==> src/rtl/timer_irq.sv <==
// timer_irq: bus-programmable countdown timer that raises a maskable interrupt on expiry,
// with one-shot and auto-reload modes and an optional power-of-two prescaler.
module timer_irq #(
    parameter int PRESCALE_BITS = 0
) (
    input  logic        Clk,
    input  logic        Reset,
    input  logic [1:0]  Addr,
    input  logic        We,
    input  logic [31:0] Din,
    output logic [31:0] Dout,
    output logic        IRQ
);
    localparam int PW = (PRESCALE_BITS > 0) ? PRESCALE_BITS : 1;

    typedef enum logic [1:0] {IDLE, LOAD, CNT, INT} state_t;

    state_t        r_state, w_next;
    logic [3:0]    r_ctrl;
    logic [31:0]   r_preset, r_count;
    logic          r_pend;
    logic [PW-1:0] r_pre;
    logic          w_tick, w_ack, w_wr_ctrl, w_wr_preset, w_reload, w_en;

    assign w_en        = r_ctrl[0];
    assign w_reload    = r_ctrl[2:1] == 2'b01;
    assign w_wr_ctrl   = We && Addr == 2'd0;
    assign w_wr_preset = We && Addr == 2'd1;
    assign w_ack       = w_wr_ctrl || w_wr_preset;
    assign w_tick      = (PRESCALE_BITS == 0) || (&r_pre);
    assign IRQ         = r_pend & r_ctrl[3];

    always_comb begin
        Dout = Addr == 2'd0 ? {28'b0, r_ctrl} :
               Addr == 2'd1 ? r_preset :
               Addr == 2'd2 ? r_count : 32'd0;
    end

    always_comb begin
        w_next = r_state;
        unique case (r_state)
            IDLE: w_next = w_en ? LOAD : IDLE;
            LOAD: w_next = CNT;
            CNT:  w_next = !w_en ? IDLE : (w_tick && r_count <= 32'd1) ? INT : CNT;
            INT:  w_next = w_reload ? LOAD : IDLE;
        endcase
    end

    always_ff @(posedge Clk) begin
        if (!Reset) begin
            r_state  <= IDLE;
            r_ctrl   <= '0;
            r_preset <= '0;
            r_count  <= '0;
            r_pend   <= 1'b0;
            r_pre    <= '0;
        end else begin
            r_state <= w_next;
            // a bus write to CTRL takes precedence over the one-shot self-disable
            if (w_wr_ctrl)
                r_ctrl <= Din[3:0];
            else if (r_state == INT && !w_reload)
                r_ctrl[0] <= 1'b0;
            if (w_wr_preset)
                r_preset <= Din;
            if (r_state == LOAD)
                r_count <= r_preset;
            else if (r_state == CNT && w_en && w_tick && r_count != 32'd0)
                r_count <= r_count - 32'd1;
            if (r_state == LOAD)
                r_pre <= '0;
            else if (r_state == CNT && w_en)
                r_pre <= r_pre + PW'(1);
            if (w_ack)
                r_pend <= 1'b0;
            else if (r_state == INT)
                r_pend <= 1'b1;
            else if (r_state == LOAD && w_reload)
                r_pend <= 1'b0;
        end
    end
endmodule

==> config.mk <==
export PLATFORM = sky130hd
export DESIGN_NAME = timer_irq
export DESIGN_NICKNAME = d
export VERILOG_FILES = /design/src/rtl/timer_irq.sv
export SDC_FILE = /design/constraint.sdc
export NUM_CORES = 1
export LEC_CHECK = 0
export BUFFER_PORTS_ARGS = -buffer_cell sky130_fd_sc_hd__buf_2
export CAP_MARGIN = 10
export CORE_UTILIZATION = 40
export DETAILED_ROUTE_END_ITERATION = 16
export PLACE_DENSITY = 0.69
export SYNTH_ARGS = -nofsm -noshare
export SYNTH_HDL_FRONTEND = slang
export SYNTH_SLANG_ARGS = --single-unit
==> constraint.sdc <==
create_clock -name Clk -period 7.3 [get_ports Clk]
set_input_delay 0.73 -clock Clk [delete_from_list [all_inputs] [get_ports Clk]]
set_output_delay 0.73 -clock Clk [all_outputs]
set_load 0.01 [all_outputs]
==> flow_summary.json, run 1 <==
{
  "status": "complete, no violations",
  "htree_num_levels": 3,
  "synth_edf_count": 0,
  "yosys_warnings": 0,
  "worstMarginPinSlew_ns": 1.14,
  "grt_pass1_vias": 3740,
  "ctsHoldBuffers": 0,
  "p_per_area_nw_per_um2": 197,
  "peakVddDrop_mv": 0.0810,
  "async_flop_share_pct": 0,
  "clk_latency_ns": 0.35,
  "track_usage_pct": 22.5,
  "nets": 581,
  "p_switching_uw": 270,
  "syn_nets": 539,
  "die_height_um": 100,
  "max_cap_viol_count": 0,
  "antenna_left": 0,
  "final_util_pct": 47.7,
  "required_ns": 7.59,
  "grt_overflow": 0,
  "place.gp.congestion": 0.839,
  "finalSetupViolCount": 0,
  "hold_violations": 0,
  "final_cell_mix": "97 x nand2_1, 71 x dfxtp_1, 69 x buf_2",
  "yosys-top-cells-area": "dfxtp_1 37%, nand2_1 9.4%, a22o_1 6.6%, a21oi_1 5.3%, o21ai_0 4.1%",
  "antenna_found_initial": 0,
  "area_growth_pct": 14.5,
  "seqPwrFrac_pct": 46.9,
  "clkPwrFrac_pct": 33.0,
  "power.total_uw": 871,
  "rows": 35,
  "synth_area_sq_um": 3860,
  "ys_seq_area_share_pct": 36.8,
  "wl_mm": 10.9,
  "die_w_um": 100,
  "clock_sinks": 71,
  "synthFlopType": "dfxtp_1",
  "portBuffers": 69,
  "place_inst": 657,
  "post-route-drc-count": 0,
  "endpoint_kind": "flop",
  "yosysTopAreaCell": "dfxtp_1",
  "postSynthCellCount": 499,
  "cp_max_fo": 17,
  "pin_count": 70,
  "p_leak_nw": 1.74,
  "die_area_sq_um": 10100,
  "drive_above_1_share_pct": 18.8,
  "drt_iter0_markers": 226,
  "fmax_mhz": 309,
  "skew_ns": 0.00750,
  "dp_hpwl_mm": 7.21,
  "fin_area_sq_um": 4430,
  "vias": 3997,
  "num_antenna_cells": 0,
  "arrival_ns": 3.52,
  "critPathKind": "reg2reg",
  "final.min_clock_period_ns": 3.24,
  "post_cts_buffers": 0,
  "comb_power_share_pct": 20.1,
  "drtPass1Iterations": 6,
  "cts_tree": "yes",
  "hp-class": "reg2reg",
  "rsz0062_at_grt": "false",
  "grt_pass1_wl_mm": 18.1,
  "max_slew_margin_pct": 23.9,
  "synth_top_area_share_pct": 36.8,
  "root_buffer": "clkbuf_8",
  "synth.avg_cell_area_sq_um": 7.75,
  "coreArea_sq_um": 9280,
  "dp_slack_ns": 4.08,
  "postPlaceCellArea_sq_um": 4230,
  "cp-start-kind": "flop",
  "fin_cells": 672,
  "final_common_cell": "nand2_1",
  "internal_power_uw": 601,
  "setup_tns_ns": 0,
  "path_clk_slew_ns": 0.07,
  "p_sw_share_pct": 31.0,
  "start_util_pct": 41.6,
  "whs_ns": 0.463,
  "post-route-period-util_pct": 44.4,
  "worst_slack_ns": 4.06,
  "grt_max_degree": 46,
  "cts-resized-gates": 0,
  "numCtsBuffers": 9,
  "maxSlewViolCount": 0,
  "post_drt_wl_per_cell_um": 16.3,
  "synth_seq_cells": 71,
  "post_synth_num_cell_types": 43,
  "cts.path.max_buffers": 2,
  "viasPerCell": 5.95
}
-- area by class of cell --
| class | instances | area [sq um] |
|---|---|---|
| Clock buffer | 12 | 165 |
| Sequential cell | 71 | 1420 |
| Fill cell | 961 | 4860 |
| Multi-Input combinational cell | 379 | 2240 |
| Clock inverter | 1 | 5.00 |
| Inverter | 4 | 15.0 |
| Timing Repair Buffer | 76 | 413 |
| Tap cell | 129 | 161 |
-- registers in the layout, indices dropped and copies added, names as in the netlist --
| signal | flops |
|---|---|
| r_count | 32 |
| r_ctrl | 4 |
| r_pend | 1 |
| r_preset | 32 |
| r_state | 2 |
-- power groups by stage --
stage	combinational, mW	sequential [mW]	clock, mW
6_report	0.176	0.409	0.287
4_1_cts	0.173	0.408	0.290
2_1_floorplan	0.134	0.413	0
3_5_place_dp	0.172	0.417	0
3_3_place_gp	0.167	0.417	0
5_1_grt	0.193	0.410	0.305
-- critical path, stage by stage, from the launching register on --
cell,delay (ns)
dfxtp_1,0.36
or4_1,0.61
or4_1,0.65
nor4_2,0.89
buf_4,0.35
or4_1,0.14
a32o_1,0.16
-- synth_stat cells, drive strengths merged (9+ instances only) --
library cell and instances:
a31oi 10, clkbuf 36, o21ai 32, a22o 29
nor2 24, a21oi 41, nand4 11, a32o 12
dfxtp 71, or3 10, buf 9, nor4 11
o31ai 11, or4 24, nand2 97, nor3 13
-- cell families after synthesis --
| family | count (synthesis) | synth area share (%) |
|---|---|---|
| AO/OA/AOI/OAI | 149 | 26.1 |
| flip-flops | 71 | 36.8 |
| AND/OR/NAND/NOR | 220 | 28.7 |
| adder cells (fa/ha/maj) | 3 | 0.971 |
| multiplexers | 7 | 1.81 |
| buffers and inverters | 49 | 5.63 |
-- final timing paths --
check / end / start / slack, ns / depth (start not counted)
worst max-delay path: r_count[22] / r_count[16] / 4.06 / 6
worst min-delay path: r_pend / r_pend / 0.46 / 2
worst max register to register: r_count[22] / r_count[16] / 4.06 / 6
worst min register to register: r_pend / r_pend / 0.46 / 2
-- layer usage --
| metal | GRT usage, % | wire length [um] | part of all wire (%) | up-vias |
|---|---|---|---|---|
| li1 | - | - | - | 1946 |
| met1 | 29.3 | 4880 | 45 | 1893 |
| met2 | 37.6 | 5150 | 47 | 141 |
| met3 | 3.06 | 715 | 6.5 | 17 |
| met4 | 9.14 | 186 | 1.7 | 0 |
| met5 | 0 | 0 | 0 | - |
Power figures use the tool's default switching activity.
==> inputs of run 2 (changes only) <==
==> constraint.sdc (replaced) <==
create_clock -name Clk -period 3.2 [get_ports Clk]
set_input_delay 0.32 -clock Clk [delete_from_list [all_inputs] [get_ports Clk]]
set_output_delay 0.32 -clock Clk [all_outputs]
set_load 0.01 [all_outputs]
==> run 2 against run 1 <==
Cell count up 1.8%. Sequential share of layout area decreased by 0.75 points. Clock skew increased by 0.00077 ns. Largest power group unchanged.
==> flow_summary.json, run 2 (same netlist as run 1, synthesis figures left out) <==
{
  "worstMarginPinSlew_ns": 0.900,
  "clock_sinks": 71,
  "required_ns": 3.44,
  "cp_max_fo": 7,
  "antenna_found_initial": 0,
  "post-route-drc-count": 0,
  "nets": 590,
  "die_area_sq_um": 10100,
  "p_per_area_nw_per_um2": 473,
  "area_growth_pct": 17.2,
  "final_cell_mix": "97 x nand2_1, 71 x dfxtp_1, 69 x buf_2",
  "skew_ns": 0.00827,
  "clk_latency_ns": 0.35,
  "numCtsBuffers": 9,
  "coreArea_sq_um": 9280,
  "maxSlewViolCount": 0,
  "fmax_mhz": 347,
  "final.min_clock_period_ns": 2.88,
  "cts-resized-gates": 0,
  "top_usage_layer": "met2",
  "grt_max_degree": 38,
  "drtPass1Iterations": 4,
  "portBuffers": 69,
  "rows": 35,
  "start_util_pct": 41.6,
  "use_met3_pct": 2.92,
  "finalSetupViolCount": 0,
  "grt_pass1_wl_mm": 18.3,
  "path_clk_slew_ns": 0.07,
  "top_regs": "r_count: 32 flops, r_preset: 32 flops, r_ctrl: 4 flops",
  "max_cap_viol_count": 0,
  "place.gp.congestion": 0.884,
  "cts.path.max_buffers": 2,
  "postPlaceCellArea_sq_um": 4300,
  "num_antenna_cells": 0,
  "fin_area_sq_um": 4530,
  "viasPerCell": 5.86,
  "p_leak_nw": 1.81,
  "drive_above_1_share_pct": 20.4,
  "rsz0062_at_grt": "false",
  "endpoint_kind": "flop",
  "grt_overflow": 0,
  "worst_slack_ns": 0.317,
  "track_usage_pct": 23.0,
  "arrival_ns": 3.12,
  "antenna_left": 0,
  "setup_tns_ns": 0,
  "status": "complete, no violations",
  "die_height_um": 100,
  "root_buffer": "clkbuf_8",
  "cp-start-kind": "flop",
  "post_drt_wl_per_cell_um": 16.1,
  "critPathKind": "reg2reg",
  "drt_iter0_markers": 227,
  "vias": 4008,
  "dp_hpwl_mm": 7.36,
  "peakVddDrop_mv": 0.165,
  "post_cts_buffers": 0,
  "hp-class": "in2reg",
  "nFillCells": 975,
  "wl_mm": 11.0,
  "use_met1_pct": 29.7,
  "hold_violations": 0,
  "grt_util_met2_pct": 38.5,
  "max_slew_margin_pct": 39.8,
  "ctsHoldBuffers": 0,
  "dp_slack_ns": 0.372,
  "cts_tree": "yes",
  "pin_count": 70,
  "htree_num_levels": 3,
  "grt_pass1_vias": 3796,
  "post-route-period-util_pct": 90.1,
  "final_common_cell": "nand2_1",
  "die_w_um": 100
}
run 2: cell types whose count changed in the layout (fill, tap and decap cells not counted), sizes merged:
| cell | before | now |
|---|---|---|
| buf | 76 | 85 |
| clkbuf | 12 | 14 |
| bufinv | 0 | 1 |
run 2: path summary, 6_finish.rpt:
kind / endpoint / depth (start not counted) / from / slack, ns
worst min-delay path: r_preset[28] / 3 / Din[28] / 0.20
worst max-delay path: r_count[17] / 6 / r_count[16] / 0.32
worst min register to register: r_pend / 2 / r_pend / 0.45
worst max register to register: r_count[17] / 6 / r_count[16] / 0.32
run 2: per-stage QoR:
step	power, mW	util, %	instances	hold WS, ns
floorplan	1.25	-	499	0.427
global placement	1.35	46.3	668	0.443
detailed placement	1.35	46.3	668	0.446
CTS	2.15	48.8	684	0.195
global route	2.23	48.8	684	0.202
finish	2.15	48.8	684	0.203
run 2: critical path, stage by stage (launching register included):
cell	delay, ns
dfxtp_1	0.37
or4_1	0.62
or4_1	0.66
nor4_2	0.57
nor3_1	0.15
buf_4	0.19
a32o_1	0.21
run 2: where the power goes:
| group | internal, mW | switching, mW | total (mW) |
|---|---|---|---|
| Clock | 0.466 | 0.338 | 0.804 |
| Sequential | 0.907 | 0.0249 | 0.932 |
| Combinational | 0.142 | 0.268 | 0.410 |
| Total | 1.51 | 0.630 | 2.15 |
run 2: layout make-up:
class	count	area [sq um]	area share [%]
clock buffer	14	193	4.25
inverter	4	15.0	0.331
clock inverter	2	35.0	0.773
timing repair buffer	85	465	10.3
multi-input combinational	379	2240	49.4
sequential	71	1420	31.4
tap	129	161	3.56
run 2: metal layers:
metal  vias up  part of all wire [%]
li1       1960                     -
met1      1900                    46
met2       132                    47
met3        16                   4.9
met4         0                   2.2
met5         -                     0
